## config.mk

```make
export PLATFORM = sky130hd
export DESIGN_NAME = spwm_deadtime_modulator
export DESIGN_NICKNAME = d
export VERILOG_FILES = /design/src/rtl/spwm_pkg.sv /design/src/rtl/dead_time_gen.sv /design/src/rtl/spwm_deadtime_modulator.sv
export SDC_FILE = /design/constraint.sdc
export NUM_CORES = 1
export LEC_CHECK = 0
export CAP_MARGIN = 10
export CORE_MARGIN = 8
export CORE_UTILIZATION = 40
export CTS_CLUSTER_DIAMETER = 30
export DETAILED_ROUTE_END_ITERATION = 8
export HOLD_SLACK_MARGIN = 0.06
export SLEW_MARGIN = 10
export SYNTH_ARGS = -nofsm -noshare
export SYNTH_HDL_FRONTEND = slang
export SYNTH_SLANG_ARGS = --single-unit
```

## constraint.sdc

```tcl
create_clock -name Clk -period 2.4 [get_ports Clk]
set_clock_uncertainty 0.2 [all_clocks]
set_input_delay 0.24 -clock Clk [delete_from_list [all_inputs] [get_ports Clk]]
set_output_delay 0.24 -clock Clk [all_outputs]
set_load 0.02 [all_outputs]
```

## src/rtl/spwm_pkg.sv

```systemverilog
`default_nettype none
// ============================================================================
// Module  : spwm_pkg
// Purpose : Shared definitions for the sinusoidal-PWM dead-time modulator:
//           default carrier width, default dead time and the 3-bit state
//           encoding of the dead-time generator.
// Ports   : none (package)
// Rev     : 1.0 - initial release
// ============================================================================
package spwm_pkg;

  localparam int DEF_W           = 8;
  localparam int DEF_DEAD_CYCLES = 4;

  localparam logic [2:0] ENC_OFF      = 3'd0;
  localparam logic [2:0] ENC_DT_TO_HI = 3'd1;
  localparam logic [2:0] ENC_HI       = 3'd2;
  localparam logic [2:0] ENC_DT_TO_LO = 3'd3;
  localparam logic [2:0] ENC_LO       = 3'd4;

  typedef enum logic [2:0] {
    S_OFF      = ENC_OFF,
    S_DT_TO_HI = ENC_DT_TO_HI,
    S_HI       = ENC_HI,
    S_DT_TO_LO = ENC_DT_TO_LO,
    S_LO       = ENC_LO
  } dt_state_t;

endpackage
`default_nettype wire

```

## src/rtl/dead_time_gen.sv

```systemverilog
`default_nettype none
// ============================================================================
// Module  : dead_time_gen
// Purpose : Moore FSM that turns the registered compare result into a
//           complementary half-bridge gate pair with DEAD_CYCLES clocks of
//           both-low at every gate hand-over.
// Ports   : Clk     - system clock (rising edge)
//           Rst_n   - synchronous active-low reset
//           Enable  - run; low forces both gates off on the next edge
//           raw_q   - registered PWM compare result
//           pwm_hi  - high-side gate
//           pwm_lo  - low-side gate
// Rev     : 1.0 - initial release
// ============================================================================
module dead_time_gen
  import spwm_pkg::*;
#(
  parameter int W           = DEF_W,
  parameter int DEAD_CYCLES = DEF_DEAD_CYCLES   // legal 1 .. 2^W-1
) (
  input  logic Clk,
  input  logic Rst_n,
  input  logic Enable,
  input  logic raw_q,
  output logic pwm_hi,
  output logic pwm_lo
);

  localparam logic [W-1:0] DEAD_LOAD = W'(DEAD_CYCLES - 1);

  dt_state_t      state, state_nxt;
  logic [W-1:0]   dead_cnt, dead_nxt;
  // Set while leaving OFF: no gate has been driven yet, so the dead window
  // simply runs to completion and the first gate follows raw_q at its end.
  // Without this, a raw_q rise right after enable would abort the window.
  logic           startup, startup_nxt;

  always_ff @(posedge Clk) begin
    if (!Rst_n) begin
      state    <= S_OFF;
      dead_cnt <= '0;
      startup  <= 1'b0;
    end else begin
      state    <= state_nxt;
      dead_cnt <= dead_nxt;
      startup  <= startup_nxt;
    end
  end

  always_comb begin
    state_nxt   = state;
    dead_nxt    = dead_cnt;
    startup_nxt = startup;
    if (!Enable) begin
      state_nxt   = S_OFF;
      dead_nxt    = '0;
      startup_nxt = 1'b0;
    end else begin
      case (state)
        S_OFF: begin
          state_nxt   = raw_q ? S_DT_TO_HI : S_DT_TO_LO;
          dead_nxt    = DEAD_LOAD;
          startup_nxt = 1'b1;
        end
        S_LO: begin
          if (raw_q) begin
            state_nxt = S_DT_TO_HI;
            dead_nxt  = DEAD_LOAD;
          end
        end
        S_HI: begin
          if (!raw_q) begin
            state_nxt = S_DT_TO_LO;
            dead_nxt  = DEAD_LOAD;
          end
        end
        S_DT_TO_HI, S_DT_TO_LO: begin
          if (startup) begin
            if (dead_cnt == '0) begin
              state_nxt   = raw_q ? S_HI : S_LO;
              startup_nxt = 1'b0;
            end else begin
              dead_nxt  = dead_cnt - W'(1);
              state_nxt = raw_q ? S_DT_TO_HI : S_DT_TO_LO;
            end
          end else if (state == S_DT_TO_HI) begin
            // A compare pulse shorter than the dead time never reaches the
            // high side; the low side simply resumes.
            if (!raw_q)                 state_nxt = S_LO;
            else if (dead_cnt == '0)    state_nxt = S_HI;
            else                        dead_nxt  = dead_cnt - W'(1);
          end else begin
            if (raw_q)                  state_nxt = S_HI;
            else if (dead_cnt == '0)    state_nxt = S_LO;
            else                        dead_nxt  = dead_cnt - W'(1);
          end
        end
        default: begin
          state_nxt   = S_OFF;
          dead_nxt    = '0;
          startup_nxt = 1'b0;
        end
      endcase
    end
  end

  assign pwm_hi = (state == S_HI);
  assign pwm_lo = (state == S_LO);

endmodule
`default_nettype wire

```

## src/rtl/spwm_deadtime_modulator.sv

```systemverilog
`default_nettype none
// ============================================================================
// Module  : spwm_deadtime_modulator
// Purpose : Sinusoidal PWM modulator. A free-running 2^W-clock carrier is
//           compared against a once-per-period latched sine sample; the
//           compare result drives a complementary gate pair via a dead-time
//           generator.
// Ports   : Clk          - system clock (rising edge)
//           Rst_n        - synchronous active-low reset
//           Enable       - run; low holds the carrier at 0 and gates off
//           sample_in    - offset-binary sine sample (W bits)
//           duty_out     - sample currently applied
//           period_start - one-clock strobe per carrier period
//           pwm_raw      - registered compare result (before dead time)
//           pwm_hi       - high-side gate
//           pwm_lo       - low-side gate
// Rev     : 1.0 - initial release
// ============================================================================
module spwm_deadtime_modulator
  import spwm_pkg::*;
#(
  parameter int W           = DEF_W,
  parameter int DEAD_CYCLES = DEF_DEAD_CYCLES
) (
  input  logic         Clk,
  input  logic         Rst_n,
  input  logic         Enable,
  input  logic [W-1:0] sample_in,
  output logic [W-1:0] duty_out,
  output logic         period_start,
  output logic         pwm_raw,
  output logic         pwm_hi,
  output logic         pwm_lo
);

  localparam logic [W-1:0] CNT_MAX = {W{1'b1}};

  logic [W-1:0] cnt;
  logic [W-1:0] duty_q;
  logic         raw_q;
  logic         period_q;

  always_ff @(posedge Clk) begin
    if (!Rst_n) begin
      cnt      <= '0;
      duty_q   <= '0;
      raw_q    <= 1'b0;
      period_q <= 1'b0;
    end else begin
      cnt <= Enable ? cnt + W'(1) : '0;
      // Sample only at the period boundary so a mid-period change of
      // sample_in cannot produce a runt or stretched pulse.
      if (!Enable || (cnt == CNT_MAX))
        duty_q <= sample_in;
      period_q <= Enable && (cnt == '0);
      raw_q    <= Enable && (cnt < duty_q);
    end
  end

  dead_time_gen #(
    .W           (W),
    .DEAD_CYCLES (DEAD_CYCLES)
  ) u_dead_time_gen (
    .Clk    (Clk),
    .Rst_n  (Rst_n),
    .Enable (Enable),
    .raw_q  (raw_q),
    .pwm_hi (pwm_hi),
    .pwm_lo (pwm_lo)
  );

  assign duty_out     = duty_q;
  assign period_start = period_q;
  assign pwm_raw      = raw_q;

endmodule
`default_nettype wire

```

# Word level (Yosys, flattened, before mapping)
# Index checks and enable logic that the tools add are counted.
[totals]
inputBits = 11
out_inout_bits = 12
regBits = 30
elab_cells = 56
[op_classes]
addsub = 2
magnitude_cmp = 1
muxes = 23
reduce_logical = 12
n_eq_ne = 11
[ops]
columns = ["operator", "n"]
rows = [
  ["two-way mux 8 bit", 7],
  ["one-hot mux 8 bit (4 select lines)", 1],
  ["two-way mux 3 bit", 10],
  ["zero test 8 bit", 2],
  ["one-hot mux 3 bit (4 select lines)", 1],
  ["adder 8 x 1 -> 8 bit (second input constant)", 1],
  ["== test 8 bit (second input constant)", 1],
  ["< comparator 8 bit", 1],
  ["AND reduction 4 bit", 2],
  ["subtractor 8 x 1 -> 8 bit (second input constant)", 1],
  ["== test 3 x 2 -> 1 bit (second input constant)", 2],
  ["inequality test 5 x 2 -> 1 bit (second input constant)", 1],
  ["inequality test 5 x 3 -> 1 bit (second input constant)", 1],
  ["inequality test 4 x 2 -> 1 bit (second input constant)", 1],
  ["inequality test 4 x 3 -> 1 bit (second input constant)", 1],
  ["OR reduction 2 bit", 2],
  ["== test 3 x 1 -> 1 bit (second input constant)", 1],
  ["== test 3 bit (second input constant)", 1],
  ["zero test 3 bit", 1],
  ["one-hot mux 1 bit (3 select lines)", 1],
  ["logical AND 1 bit", 2],
  ["two-way mux 1 bit", 2],
  ["two-way mux 2 bit", 1],
  ["inequality test 2 x 1 -> 1 bit (second input constant)", 1],
  ["other kinds (4)", 4],
]

# Longest topological paths before layout
# Gate-level depths: netlist of run 1.
[depth]
ltp_word = 6
depth_mapped = 8
ltp_nobuf = 8

# Cells and area by module
# Synthesis of run 1 repeated with hierarchy kept, for this count alone.
[unflattened]
hier_cells = 198
hier_area_um2 = 1689.1
[modules_own_cells]
columns = ["module", "cells_per_inst", "area_each_um2", "n_inst", "seq_area_each_um2"]
rows = [
  ["spwm_deadtime_modulator", 104, 905.9, 1, 360.3],
  ["dead_time_gen", 94, 783.3, 1, 240.2],
]

# Worst setup path after synthesis of run 1
# Ideal clock, no wire load.
[synth_timing]
kind = "flip-flop to flip-flop"
start = "register u_dead_time_gen.dead_cnt[0]"
end = "register u_dead_time_gen.state[1]"
setup_ns = 0.072
synth_period_minus_slack_ns = 2.066
required_ns = 2.128
path_buffers = 0
path_slack_ns = 0.334
stages_incl_launch_ff = 9
t_arrival_ns = 1.795
path_cell_list = "dfxtp_1 inv_1 ha_1 or3b_2 nor2_1 ha_1 mux2i_1 a2111o_1 a21oi_1"
[synth_between]
elab_chain_len = 4
word_cells_on_any_way = 7
classes_between = "eq/ne: 2; mux: 3; reduce/logical: 2"
[synth_rtl]
columns = ["element", "line", "source"]
rows = [
  ["start, declared", "dead_time_gen.sv:32", "logic [W-1:0] dead_cnt, dead_nxt;"],
  ["start signal, assigned", "dead_time_gen.sv:45", "dead_cnt <= dead_nxt;"],
  ["zero test 8 bit (*)", "dead_time_gen.sv:79, dead_time_gen.sv:90, dead_time_gen.sv:94", ""],
  ["two-way mux 3 bit", "dead_time_gen.sv:79", "if (dead_cnt == '0) begin"],
  ["two-way mux 3 bit", "dead_time_gen.sv:78", "if (startup) begin"],
  ["one-hot mux 3 bit (4 select lines)", "dead_time_gen.sv:59", "case (state)"],
  ["end signal, assigned", "dead_time_gen.sv:44", "state <= state_nxt;"],
  ["end, declared", "dead_time_gen.sv:31", "dt_state_t state, state_nxt;"],
]
# Every way passes the cells marked *; elsewhere a longest branch is shown, timed or not.
# A chain may end at the register's enable or synchronous reset.

# Final worst setup path of run 1
# Ends and elaborated chain as after synthesis.

==> results of run 1 <==
-- through the flow --
step                      hold slack, ns  cell area [sq um]
final                              0.285               1960
after global routing               0.331               1960
after CTS                          0.290               1960
after detailed placement           0.269               1860
after global placement             0.265               1860
after floorplan                    0.186               1580
-- registers in the layout, summed over array words and instances (netlist names) --
register,count
u_dead_time_gen.startup,1
pwm_raw,1
cnt,8
u_dead_time_gen.dead_cnt,8
u_dead_time_gen.state,3
period_start,1
duty_out,8
-- power breakdown --
group          switching, mW  internal (mW)  total (mW)
Combinational          0.130          0.130       0.260
Clock                  0.190          0.305       0.495
Sequential            0.0312          0.525       0.556
-- path summary, 6_finish.rpt --
check / to / slack (ns) / cells past startpoint
setup reg to reg: u_dead_time_gen.state[1] / 0.22 / 8
hold / removal: cnt[0] / 0.29 / 1
setup / recovery: u_dead_time_gen.state[1] / 0.22 / 8
hold reg to reg: cnt[0] / 0.29 / 1
-- cell families (layout without fill, tap and decap cells) --
kind of cell | Yosys count | count (layout)
AOI/OAI and AO/OA | 36 | 36
xor gates and xnor gates | 8 | 8
adders and majority gates | 12 | 12
buffers and inverters | 17 | 45
DFF | 30 | 30
muxes | 9 | 9
and+or+nand+nor | 61 | 61
-- area by class of cell --
type	count	area, sq um	area share
multi-input cells	126	908	0.462
clock inverters	3	40.0	0.0204
well taps	50	62.6	0.0318
inverters	13	48.8	0.0248
flip-flops and latches	30	601	0.306
repair buffers	24	235	0.120
clock buffers	5	68.8	0.0350
-- synthesized netlist by cell type, types with 2 or more instances --
cell type,number
a21oi_1,11
nand2_1,7
o31ai_1,2
a31o_1,2
inv_1,13
a211oi_1,2
or3_2,2
nor2b_1,9
nor2_1,13
o21ai_0,5
nor3b_1,2
a211o_1,2
ha_1,12
or3_1,3
nand3_1,4
clkbuf_1,2
and2_1,3
a21o_1,2
nand4b_2,2
mux2i_1,9
o21ai_1,5
xnor2_1,3
dfxtp_1,30
nor3_1,2
and3_1,2
nand2b_1,2
xor2_1,5
-- layer usage --
layer / vias up / track usage / part of all wire
li1: 662 / - / -
met1: 628 / 0.120 / 0.40
met2: 33 / 0.198 / 0.51
met3: 4 / 0.0553 / 0.072
met4: 0 / 0.0630 / 0.011
met5: - / 0 / 0
-- critical path: stages, from the launching register on --
cell and delay [ns]:
dfxtp_1 0.34, inv_1 0.09, ha_1 0.14, or3b_2 0.46, nor2_1 0.16, ha_1 0.14
mux2i_1 0.06, a2111o_1 0.40, a21oi_1 0.13
==> results.yml, run 1 <==
route:
  viasPerCell: 5.29
  vias: 1327
  drt_first_pass_iters: 4
  routedWlPerCell_microns: 13.3
  totalWireLength_microns: 3340
  drt_iter0_markers: 42
  ant_nets: 0
  drc: 0
sta:
  worst_slack_ns: 0.223
  setup_violations: 0
  fin_crit_sh: 0.907
  post-route-min-period_ns: 2.18
  setup_tns_ns: 0
  hold_viol: 0
  max_slew_margin: 0.575
  fmax_ghz: 0.459
  finalMaxSlewViolations: 0
  rsz0062_at_grt: "false"
  worst_slew_pin_slew_ns: 0.630
cts:
  max-clock-path-buffers: 2
  ctsResizeCount: 0
  cts_setup_buffers: 0
  ctsHoldBuffers: 0
  cts_root_buffer: "clkbuf_8"
  h-tree-depth: 2
  clock-sinks: 30
  clock_latency_ns: 0.28
  cts_buffers: 5
  clk_pin_slew_ns: 0.06
  cts_tree: "built"
setup_path:
  critPathKind: "reg -> reg"
  cp.arrival_ns: 2.19
  reg2reg_from: "u_dead_time_gen.dead_cnt[0]"
  cp_max_fo: 4
  worstPathRequired_ns: 2.41
  crit_path_end_kind: "register"
  start_kind: "register"
  startpoint: "u_dead_time_gen.dead_cnt[0]"
finish:
  fin_util: 0.506
  final_common_cell: "dfxtp_1"
  area_growth_pct: 24.5
  drive_gt1_frac: 0.0945
  antenna_cells: 0
  fin_cells: 251
  fillers: 380
  final_cell_mix: "dfxtp_1 (30), clkdlybuf4s50_1 (22), inv_1 (13), nor2_1 (13), ha_1 (12)"
  fin_nets: 223
synth:
  synth_top_family_by_area: "simple AND/OR/NAND/NOR gates"
  synth_nets: 196
  synth.top_cell.area_share: 0.381
  synth_area_leaders: "dfxtp_1 (38%), ha_1 (9.5%), mux2i_1 (5.7%)"
  synth_xor_area_frac: 0.0444
  syn-cell-area_sq_mm: 0.00158
  synth_cell_types: 44
  synthArstFlopShare: 0
  synth_mux_area_frac: 0.0571
  syn_avg_cell_area_sq_um: 9.12
  synth-warning-count: 0
  yosys.area_share.adder: 0.0952
  synth_compound_area_frac: 0.144
  synth_flop_cell: "dfxtp_1"
  synth_cells: 173
  synth-seq-cells: 30
  synth_edf_count: 0
  synth_seq_area_share: 0.381
  synthSimpleGateAreaFrac: 0.236
  yosysTopAreaCell: "dfxtp_1"
die:
  ios: 23
  initial_core_util: 0.406
  row_count: 23
  die-height_microns: 78.8
  die_x_microns: 78.8
  die_area_sq_mm: 0.00621
  core-area_sq_mm: 0.00388
global_route:
  grt_pass1_wl_microns: 5840
  antenna_found_initial: 0
  grt_pass1_vias: 1329
  overflow: 0
  track_usage: 0.118
  grt_max_degree: 14
placement:
  place_inst: 243
  portBuffers: 22
  dp_worst_setup_slack_ns: 0.231
  gp_congestion: 0.865
  dp_hpwl_microns: 2590
power_and_ir_drop:
  powerDensity_mw_per_mm2: 667
  finalPower_mw: 1.31
  ir_drop_mv: 0.298
  power_leakage_nw: 0.811
run_status:
  status: "finished clean"
run:
  drv_cap: 0
worst_hold_path:
  holdCritPathClass: "reg -> reg"
  hp-start: "cnt[0]"
Power figures use the tool's default switching activity.
==> run 2, diff against run 1 <==
--- a/config.mk
+++ b/config.mk
@@ -5,12 +5,17 @@
 export SDC_FILE = /design/constraint.sdc
 export NUM_CORES = 1
 export LEC_CHECK = 0
+export ABC_AREA = 1
 export CAP_MARGIN = 10
+export CELL_PAD_IN_SITES_DETAIL_PLACEMENT = 0
+export CELL_PAD_IN_SITES_GLOBAL_PLACEMENT = 1
 export CORE_MARGIN = 8
-export CORE_UTILIZATION = 40
+export CORE_UTILIZATION = 38
 export CTS_CLUSTER_DIAMETER = 30
+export CTS_CLUSTER_SIZE = 10
 export DETAILED_ROUTE_END_ITERATION = 8
 export HOLD_SLACK_MARGIN = 0.06
+export PLACE_DENSITY_LB_ADDON = 0.1
 export SLEW_MARGIN = 10
 export SYNTH_ARGS = -nofsm -noshare
 export SYNTH_HDL_FRONTEND = slang
==> results.yml, run 2 <==
route:
  drt_iter0_markers: 73
  vias: 1576
  viasPerCell: 4.73
  drc: 0
  totalWireLength_microns: 3780
  routedWlPerCell_microns: 11.3
  drt_first_pass_iters: 5
  ant_nets: 0
cts:
  cts_buffers: 5
  clock-sinks: 30
  clock_latency_ns: 0.28
  h-tree-depth: 2
  ctsHoldBuffers: 0
  clk_pin_slew_ns: 0.06
  cts_setup_buffers: 0
  cts_tree: "built"
  ctsResizeCount: 0
  max-clock-path-buffers: 2
  cts_root_buffer: "clkbuf_8"
run:
  drv_cap: 0
synth:
  synth-warning-count: 0
  syn-cell-area_sq_mm: 0.00170
  synth_edf_count: 0
  synth_seq_area_share: 0.353
  synth-seq-cells: 30
  synth_flop_cell: "dfxtp_1"
  yosysTopAreaCell: "dfxtp_1"
  synth_commonest_cells: "nand2_1 (48), nor2_1 (46), inv_1 (31), dfxtp_1 (30), a21oi_1 (19)"
  synth_nets: 275
  syn_avg_cell_area_sq_um: 6.75
  synth_area_leaders: "dfxtp_1 (35%), nand2_1 (11%), nor2_1 (10%)"
  synthArstFlopShare: 0
  synth_cell_types: 26
  synth.top_cell.area_share: 0.353
  synth_most_common_cell: "nand2_1"
  synth_cells: 252
die:
  row_count: 24
  die_x_microns: 82.9
  core-area_sq_mm: 0.00432
  ios: 23
  die-height_microns: 82.9
  initial_core_util: 0.394
  die_area_sq_mm: 0.00687
setup_path:
  start_kind: "register"
  cp_max_fo: 7
  cp.arrival_ns: 1.68
  reg2reg_to: "u_dead_time_gen.state[1]"
  cp_slowest_cell: "clkdlybuf4s50_1"
  startpoint: "u_dead_time_gen.state[0]"
  cp-endpoint: "pwm_lo"
  max_stage_delay_ns: 0.59
  crit_chain: "nor2_1 > nand2_1 > inv_1 > clkdlybuf4s50_1"
  r2r_slack_ns: 0.58
  reg2reg_from: "u_dead_time_gen.dead_cnt[0]"
  crit_path_end_kind: "output pin"
  worstPathRequired_ns: 1.96
  critPathKind: "reg -> out"
  rr_worst_depth: 11
sta:
  worst_slew_pin_slew_ns: 0.371
  fmax_ghz: 0.472
  max_slew_margin: 0.753
  worst_slack_ns: 0.282
  finalMaxSlewViolations: 0
  post-route-min-period_ns: 2.12
  hold_viol: 0
  setup_tns_ns: 0
  fin_crit_sh: 0.882
  setup_violations: 0
  rsz0062_at_grt: "false"
power_and_ir_drop:
  finalPower_mw: 1.27
  ir_drop_mv: 0.254
  powerDensity_mw_per_mm2: 614
  power_leakage_nw: 0.935
placement:
  dp_worst_setup_slack_ns: 0.535
  gp_congestion: 0.821
  dp_hpwl_microns: 2960
  post_dp_cell_area_sq_mm: 0.00199
  portBuffers: 22
finish:
  antenna_cells: 0
  final_cell_mix: "nand2_1 (48), nor2_1 (46), inv_1 (31), dfxtp_1 (30), clkdlybuf4s50_1 (22)"
  fin_area_sq_mm: 0.00208
  fin_util: 0.480
  fin_nets: 303
  area_growth_pct: 22.1
  multiInputGateArea_sq_um: 953
  drive_gt1_frac: 0.0890
  seq_area_sq_um: 601
  final_common_cell: "nand2_1"
  fillers: 459
global_route:
  track_usage: 0.116
  grt_max_degree: 13
  grt_pass1_vias: 1552
  grt_pass1_wl_microns: 6840
  overflow: 0
  antenna_found_initial: 0
run_status:
  status: "finished clean"
worst_hold_path:
  holdCritPathClass: "reg -> reg"
run 2: cell types whose count changed after synthesis, sizes merged, moves of 5 or more:
cell,previous run,this run
xor2,5,0
nand3,4,21
mux2i,9,0
nor2,13,49
o21ai,11,17
nor2b,9,0
or3,5,0
nand2,7,51
a21oi,11,19
inv,13,37
run 2: worst min path at each step:
stage                     slack, ns          end    startpoint  cells past startpoint
after floorplan                0.17  duty_out[0]  sample_in[0]                      2
after global routing           0.29       cnt[0]        cnt[0]                      1
after CTS                      0.27       cnt[0]        cnt[0]                      1
after global placement         0.25       cnt[0]        cnt[0]                      1
final                          0.27       cnt[0]        cnt[0]                      1
after detailed placement       0.26       cnt[0]        cnt[0]                      1
run 2: cells by family after synthesis:
family	Yosys count	synth area share
compound gates	40	0.126
xor+xnor	1	0.00515
fa+ha+maj	12	0.0882
buf+inv	39	0.0868
flops	30	0.353
simple gates	130	0.341
run 2: cell type report:
cell class | instances | share of cell area
clock buffer | 7 | 0.0416
clock inverter | 1 | 0.00241
inverter | 37 | 0.0669
multi-input combinational | 183 | 0.459
sequential | 30 | 0.289
tap | 52 | 0.0313
timing repair buffer | 23 | 0.110
run 2: routing by layer:
metal	part of all wire	up-vias	global-route usage
li1	-	869	-
met1	0.49	684	0.132
met2	0.46	17	0.194
met3	0.034	6	0.0332
met4	0.016	0	0.0527
met5	0	-	0
run 2: worst max-delay path, delay by kind of cell, from the launching register on:
kind | cells | cell delay, ns
buffers and inverters | 2 | 0.65
and+or+nand+nor | 2 | 0.37
DFF | 1 | 0.38
run 2: through the flow:
step	hold slack, ns	instances
2_1_floorplan	0.175	252
3_3_place_gp	0.253	325
3_5_place_dp	0.258	325
4_1_cts	0.269	333
5_1_grt	0.292	333
6_report	0.273	333
run 2: power breakdown:
part | leakage (nW) | internal, mW | switching (mW) | total (mW)
clock network | 0.0482 | 0.231 | 0.179 | 0.410
registers | 0.246 | 0.526 | 0.0290 | 0.555
logic | 0.641 | 0.125 | 0.185 | 0.310
